$ cat src/rtl/nibble_capture_pkg.sv
// Shared types and constants for the nibble capture block.
//   state_t : capture FSM states (HUNT, RECV, PAR)
//   NIB_W   : nibble width
package nibble_capture_pkg;

  localparam int unsigned NIB_W = 4;

  typedef enum logic [1:0] {
    HUNT = 2'd0,
    RECV = 2'd1,
    PAR  = 2'd2
  } state_t;

endpackage

$ cat src/rtl/nibble_capture_nib_fifo.sv
// nib_fifo: small synchronous FIFO with occupancy count.
//   clk, rst_n : clock, async active-low reset
//   push, din  : write request and data (ignored when full unless a pop frees a slot)
//   pop        : read request (ignored when empty)
//   dout       : head entry
//   empty      : no entries held
//   count      : occupancy, 0..DEPTH
// DEPTH must be a power of two (pointers wrap naturally) and at least 2.
module nib_fifo #(
  parameter int unsigned DEPTH = 2,
  parameter int unsigned W     = 4
) (
  input  logic                   clk,
  input  logic                   rst_n,
  input  logic                   push,
  input  logic                   pop,
  input  logic [W-1:0]           din,
  output logic [W-1:0]           dout,
  output logic                   empty,
  output logic [$clog2(DEPTH):0] count
);

  localparam int unsigned AW = $clog2(DEPTH);
  localparam int unsigned CW = AW + 1;

  logic [W-1:0]  mem [DEPTH];
  logic [AW-1:0] wr_ptr;
  logic [AW-1:0] rd_ptr;
  logic          full_c;
  logic          pop_ok_c;
  logic          push_ok_c;

  // A pop in the same cycle frees a slot for a push into a full FIFO;
  // a pop on an empty FIFO does nothing even if a push lands that cycle.
  assign full_c    = (count == CW'(DEPTH));
  assign empty     = (count == '0);
  assign pop_ok_c  = pop & ~empty;
  assign push_ok_c = push & (~full_c | pop_ok_c);
  assign dout      = mem[rd_ptr];

  // Storage, pointers and occupancy
  always_ff @(posedge clk or negedge rst_n) begin
    if (!rst_n) begin
      wr_ptr <= '0;
      rd_ptr <= '0;
      count  <= '0;
      for (int i = 0; i < int'(DEPTH); i++) begin
        mem[i] <= '0;
      end
    end else begin
      if (push_ok_c) begin
        mem[wr_ptr] <= din;
        wr_ptr      <= wr_ptr + AW'(1);
      end
      if (pop_ok_c) begin
        rd_ptr <= rd_ptr + AW'(1);
      end
      count <= count + CW'(push_ok_c) - CW'(pop_ok_c);
    end
  end

endmodule

$ cat src/rtl/nibble_capture.sv
// nibble_capture: aligns to SYNC on a serial stream, assembles 4-bit
// nibbles from SIN plus the shift register taps, and buffers them for a
// valid/ready consumer.
//   CLK, CLR   : clock, async active-low reset
//   BIT_EN     : a serial bit is shifted this cycle
//   SIN, SYNC  : serial bit and frame-start marker (qualified by BIT_EN)
//   SHQ        : shift register parallel taps Q[3:0]
//   NIB        : head nibble, bit 0 first received
//   NIB_VALID  : buffer not empty
//   NIB_READY  : consumer accepts NIB
//   OVF        : sticky overflow (nibble completed while buffer full)
//   PERR       : parity error pulse, present only with NIBCAP_PARITY_EN
// Optional feature macro: NIBCAP_PARITY_EN (one even-parity bit per nibble).
module nibble_capture
  import nibble_capture_pkg::*;
#(
  parameter int unsigned FIFO_DEPTH = 2,
  parameter int unsigned FRAME_NIBS = 0
) (
  input  logic             CLK,
  input  logic             CLR,
  input  logic             BIT_EN,
  input  logic             SIN,
  input  logic             SYNC,
  input  logic [NIB_W-1:0] SHQ,
  output logic [NIB_W-1:0] NIB,
  output logic             NIB_VALID,
  input  logic             NIB_READY,
  output logic             OVF
`ifdef NIBCAP_PARITY_EN
  ,
  output logic             PERR
`endif
);

  localparam int unsigned CW  = $clog2(FIFO_DEPTH) + 1;
  localparam int unsigned FCW = $clog2(FRAME_NIBS + 2);

  state_t           state;
  logic [1:0]       cnt;
  logic [FCW-1:0]   fcnt;
  logic             ovf;

  logic [NIB_W-1:0] nib_c;
  logic             push_c;
  logic             pop_c;
  logic             drop_c;
  logic             frame_done_c;
  logic             fifo_empty;
  logic [CW-1:0]    fifo_count;
  logic             shq0_unused;

`ifdef NIBCAP_PARITY_EN
  logic [NIB_W-1:0] par_nib;
  logic             frame_end;
  logic             perr;
`endif

  // SHQ[0] is the oldest tap and falls outside the 4-bit window when SIN lands.
  assign shq0_unused = SHQ[0];

  // Completed nibble: 4th bit is live on SIN, the three earlier bits sit in SHQ[3:1].
  assign nib_c  = {SIN, SHQ[3:1]};
  assign push_c = BIT_EN & ~SYNC & (state == RECV) & (cnt == 2'd3);
  assign pop_c  = NIB_READY & ~fifo_empty;
  assign drop_c = push_c & ~pop_c & (fifo_count == CW'(FIFO_DEPTH));

  // Frame limit reached by the nibble completing this cycle
  assign frame_done_c = (FRAME_NIBS != 0) && ((fcnt + FCW'(1)) == FCW'(FRAME_NIBS));

  // Capture FSM, bit/frame counters, overflow and parity check
  always_ff @(posedge CLK or negedge CLR) begin
    if (!CLR) begin
      state <= HUNT;
      cnt   <= '0;
      fcnt  <= '0;
      ovf   <= 1'b0;
`ifdef NIBCAP_PARITY_EN
      par_nib   <= '0;
      frame_end <= 1'b0;
      perr      <= 1'b0;
`endif
    end else begin
`ifdef NIBCAP_PARITY_EN
      perr <= 1'b0;
`endif
      if (drop_c) begin
        ovf <= 1'b1;
      end
      if (BIT_EN) begin
        if (SYNC) begin
          // SYNC always restarts a frame; any partial nibble is discarded.
          state <= RECV;
          cnt   <= 2'd1;
          fcnt  <= '0;
        end else begin
          case (state)
            HUNT: begin
              state <= HUNT;
            end
            RECV: begin
              if (cnt == 2'd3) begin
                cnt  <= '0;
                fcnt <= fcnt + FCW'(1);
`ifdef NIBCAP_PARITY_EN
                par_nib   <= nib_c;
                frame_end <= frame_done_c;
                state     <= PAR;
`else
                if (frame_done_c) begin
                  state <= HUNT;
                end
`endif
              end else begin
                cnt <= cnt + 2'd1;
              end
            end
`ifdef NIBCAP_PARITY_EN
            PAR: begin
              perr  <= ^{par_nib, SIN};
              state <= frame_end ? HUNT : RECV;
            end
`endif
            default: begin
              state <= HUNT;
            end
          endcase
        end
      end
    end
  end

  nib_fifo #(
    .DEPTH (FIFO_DEPTH),
    .W     (NIB_W)
  ) u_fifo (
    .clk   (CLK),
    .rst_n (CLR),
    .push  (push_c),
    .pop   (pop_c),
    .din   (nib_c),
    .dout  (NIB),
    .empty (fifo_empty),
    .count (fifo_count)
  );

  assign NIB_VALID = ~fifo_empty;
  assign OVF       = ovf;
`ifdef NIBCAP_PARITY_EN
  assign PERR      = perr;
`endif

endmodule

$ cat config.mk
export PLATFORM = sky130hd
export DESIGN_NAME = nibble_capture
export DESIGN_NICKNAME = d
export VERILOG_FILES = /design/src/rtl/nibble_capture_pkg.sv /design/src/rtl/nibble_capture_nib_fifo.sv /design/src/rtl/nibble_capture.sv
export SDC_FILE = /design/constraint.sdc
export NUM_CORES = 1
export LEC_CHECK = 0
export ABC_CLOCK_PERIOD_IN_PS = 4100
export CORE_MARGIN = 2
export CORE_UTILIZATION = 45
export CTS_BUF_LIST = sky130_fd_sc_hd__clkbuf_2 sky130_fd_sc_hd__clkbuf_4 sky130_fd_sc_hd__clkbuf_8
export CTS_CLUSTER_DIAMETER = 50
export DETAILED_ROUTE_END_ITERATION = 7
export PLACE_DENSITY_LB_ADDON = 0.05
export SYNTH_ARGS = -nofsm -noshare
export SYNTH_HDL_FRONTEND = slang
export SYNTH_SLANG_ARGS = --single-unit
$ cat constraint.sdc
create_clock -name CLK -period 4.1 [get_ports CLK]
set_clock_uncertainty 0.15 [all_clocks]
set_input_delay 0.82 -clock CLK [delete_from_list [all_inputs] [get_ports CLK]]
set_output_delay 0.82 -clock CLK [all_outputs]
set_load 0.01 [all_outputs]
==> results.md <==
- Status: finished clean
- Fin. max-slew vios: 0
- Clock Sinks: 16
- Post-synthesis sequential area ratio: 52.9%
- Drt pass-1 iters: 4
- Hold Path Origin: OVF
- Synthesized area per cell: 13.5 um2
- Headroom to the max-slew limit: 50.5%
- WL/cell: 13.5 um
- Multiplexer share of the synthesized area: 17.9%
- FFs w/ async S/R, synth: 100%
- Predominant post-synthesis flop cell: dfrtp_1
- Gates resized, CTS repair: 0
- Initial core utilization: 49.1%
- Area grow syn2layout: 26.0%
- Worst path cell trace: mux2_2 -> clkdlybuf4s50_1
- # diodes: 0
- H-Tree Level Count: 1
- DIE AREA: 0.00203 mm2
- Tmin final: 2560 ps
- TritonCTS Buffers: 3
- Largest cells by area after synthesis: dfrtp_1 (53%), mux2_2 (12%), mux2_1 (6.0%)
- CTS hold repair buffers: 0
- Reg2reg start: u_fifo.count[0]
- Period utilisation layout: 62.6%
- Die height: 45.0 um
- Final Setup Violations: 0
- Max Freq: 390 MHz
- CTS tree: done
- Reg-to-reg endpoint: u_fifo.count[1]
- Synth Cell Area: 757 um2
- Int Power: 444 uW
- Fin area: 953 um2
- Share of the synthesized area in the top cell type: 52.9%
- Overall track demand over capacity in global routing: 14.9%
- Top cells by count, synth: dfrtp_1 (16), mux2_2 (8), mux2_1 (4), nand2_1 (3), xnor2_1 (3)
- DR iter-0 viols: 6
- CP Launch Type: flop
- Largest net degree at the start of global routing: 17
- Yosys Warn Count: 0
- Max-cap violations: 0
- Post-synthesis cell count: 56
- Post-Synth Simple-Gate Area: 14.5%
- CP Data Required Time: 3130 ps
- Cell variety after synth: 24
- HPWL Detailed: 910 um
- Core Area: 0.00154 mm2
- Synth Area in Compound Gates: 4.63%
- Final Core Density: 61.9%
- Root Buffer: clkbuf_4
- Via count: 491
- FP Rows: 14
- Seq cells post-synth: 16
- Seq pwr share: 43.3%
- Wirelength, routed: 1220 um
- Type of the worst setup path: reg -> out
- I/O Buffers: 14
- NetSw: 190 uW
- Synth Area in XOR/XNOR: 5.79%
- Clock Tree Buf Depth: 2
- Power share of the clock group: 16.2%
- Worst IR Drop VDD: 0.360 mV
- Initial antenna violation count: 0
- Number of global-route vias before repair: 477
- Vias per cell: 5.46
- Leakage: 0.433 nW
- Worst skew pair latency: 280 ps
- Critical-path maximum fanout: 5
- Die X: 45.0 um
- FF-to-FF setup slack: 2280 ps
- Share of cells above drive strength 1: 23.0%
- Drt drc: 0
- Main combinational cell family by area after synthesis: multiplexers
- Start point of the critical path: u_fifo.rd_ptr
- RSZ-0062 raised after global routing: false
- Dpl cell area: 917 um2
- Total gr overflow: 0
- Sum Neg Setup Slack: 0 ps
- Post-CTS Setup Inserts: 0
- First-pass GRT wire length: 2120 um
- Cells on worst reg2reg path: 5
- Post-synth top area cell: dfrtp_1
- Worst Hold Class: reg -> reg
- Synthesized net count: 68
- Gate power share: 40.5%
- Critical Path AT: 1590 ps
- Critical-path top delay cell: clkdlybuf4s50_1
- Routed Antenna Nets: 0
- Most numerous cell in the Yosys netlist: dfrtp_1
- Hold Vio Cnt, Final: 0
- CP endpoint: NIB[2]
- Net Sw Frac: 30.0%
- Adder-cell area share of the yosys netlist: 3.31%
- Final nets: 87
- Slew @ Worst Pin: 741 ps
- # IOs: 16
- Crit-path max cell delay: 480 ps
- Crit. End Element: output port
- Pwr Density: 665 mW/mm2
- Final Wtd Congestion: 0.734
- Post-synth EDFFs: 0
- Worst-path clk slew: 90 ps
[state kept, by name, indices dropped and copies added (netlist names)]
register,flops
u_fifo.count,2
cnt,2
state,1
u_fifo.mem,8
u_fifo.rd_ptr,1
u_fifo.wr_ptr,1
OVF,1
[worst min path at each step]
stage / end / slack, ps / depth (start not counted)
CTS: OVF / 340 / 1
global placement: OVF / 300 / 1
finish: OVF / 330 / 1
detailed placement: OVF / 310 / 1
floorplan: u_fifo.mem[0] / 310 / 1
global route: OVF / 340 / 1
[cell families (layout without fill, tap and decap cells)]
kind of cell               count (synthesis)  after routing
and+or+nand+nor                           14             14
adders and majority gates                  2              2
muxes                                     12             12
xor gates and xnor gates                   5              5
buffers and inverters                      2             20
AOI/OAI and AO/OA                          5              5
DFF                                       16             16
[per-layer routing]
layer  part of all wire (%)  track usage (%)  vias to the layer above
met4                      0             3.53                        0
met1                     45             17.4                      247
met2                     51             25.4                        8
met5                      0                0                        -
met3                    3.8             6.00                        0
li1                       -                -                      236
[worst max-delay path, delay by kind of cell (launching register included)]
family | cells | cell delay (ps)
muxes | 1 | 370
DFF | 1 | 470
buffers and inverters | 1 | 480
[cells in the final DEF (no fill, tap or decap), drive strengths merged, types with 3 or more instances in the layout]
cell | synthesis | routed
dfrtp | 16 | 16
clkdlybuf4s50 | 0 | 14
nand2 | 3 | 3
xnor2 | 3 | 3
clkbuf | 0 | 4
mux2 | 12 | 12
[stage by stage]
stage	std cells	hold WS [ps]	setup slack, ps	total power [mW]
2_1_floorplan	56	309	2210	0.426
3_3_place_gp	86	305	1530	0.530
3_5_place_dp	86	315	1530	0.538
4_1_cts	90	337	1500	0.644
5_1_grt	90	341	1460	0.678
6_report	90	329	1540	0.634
[cell type report]
cell class	instances	area (um2)
fill	132	588
timing repair buffer	14	140
sequential	16	400
inverter	2	7.51
tap	16	20.0
multi-input combinational	38	349
clock buffer	4	36.3
[power by group through the flow]
stage,sequential [mW],combinational [mW],clock [mW]
after CTS,0.276,0.260,0.107
after global placement,0.277,0.253,0
after global routing,0.284,0.280,0.114
final,0.274,0.257,0.103
after detailed placement,0.279,0.259,0
after floorplan,0.269,0.157,0
Note: power is estimated with default switching activity, not from simulation.
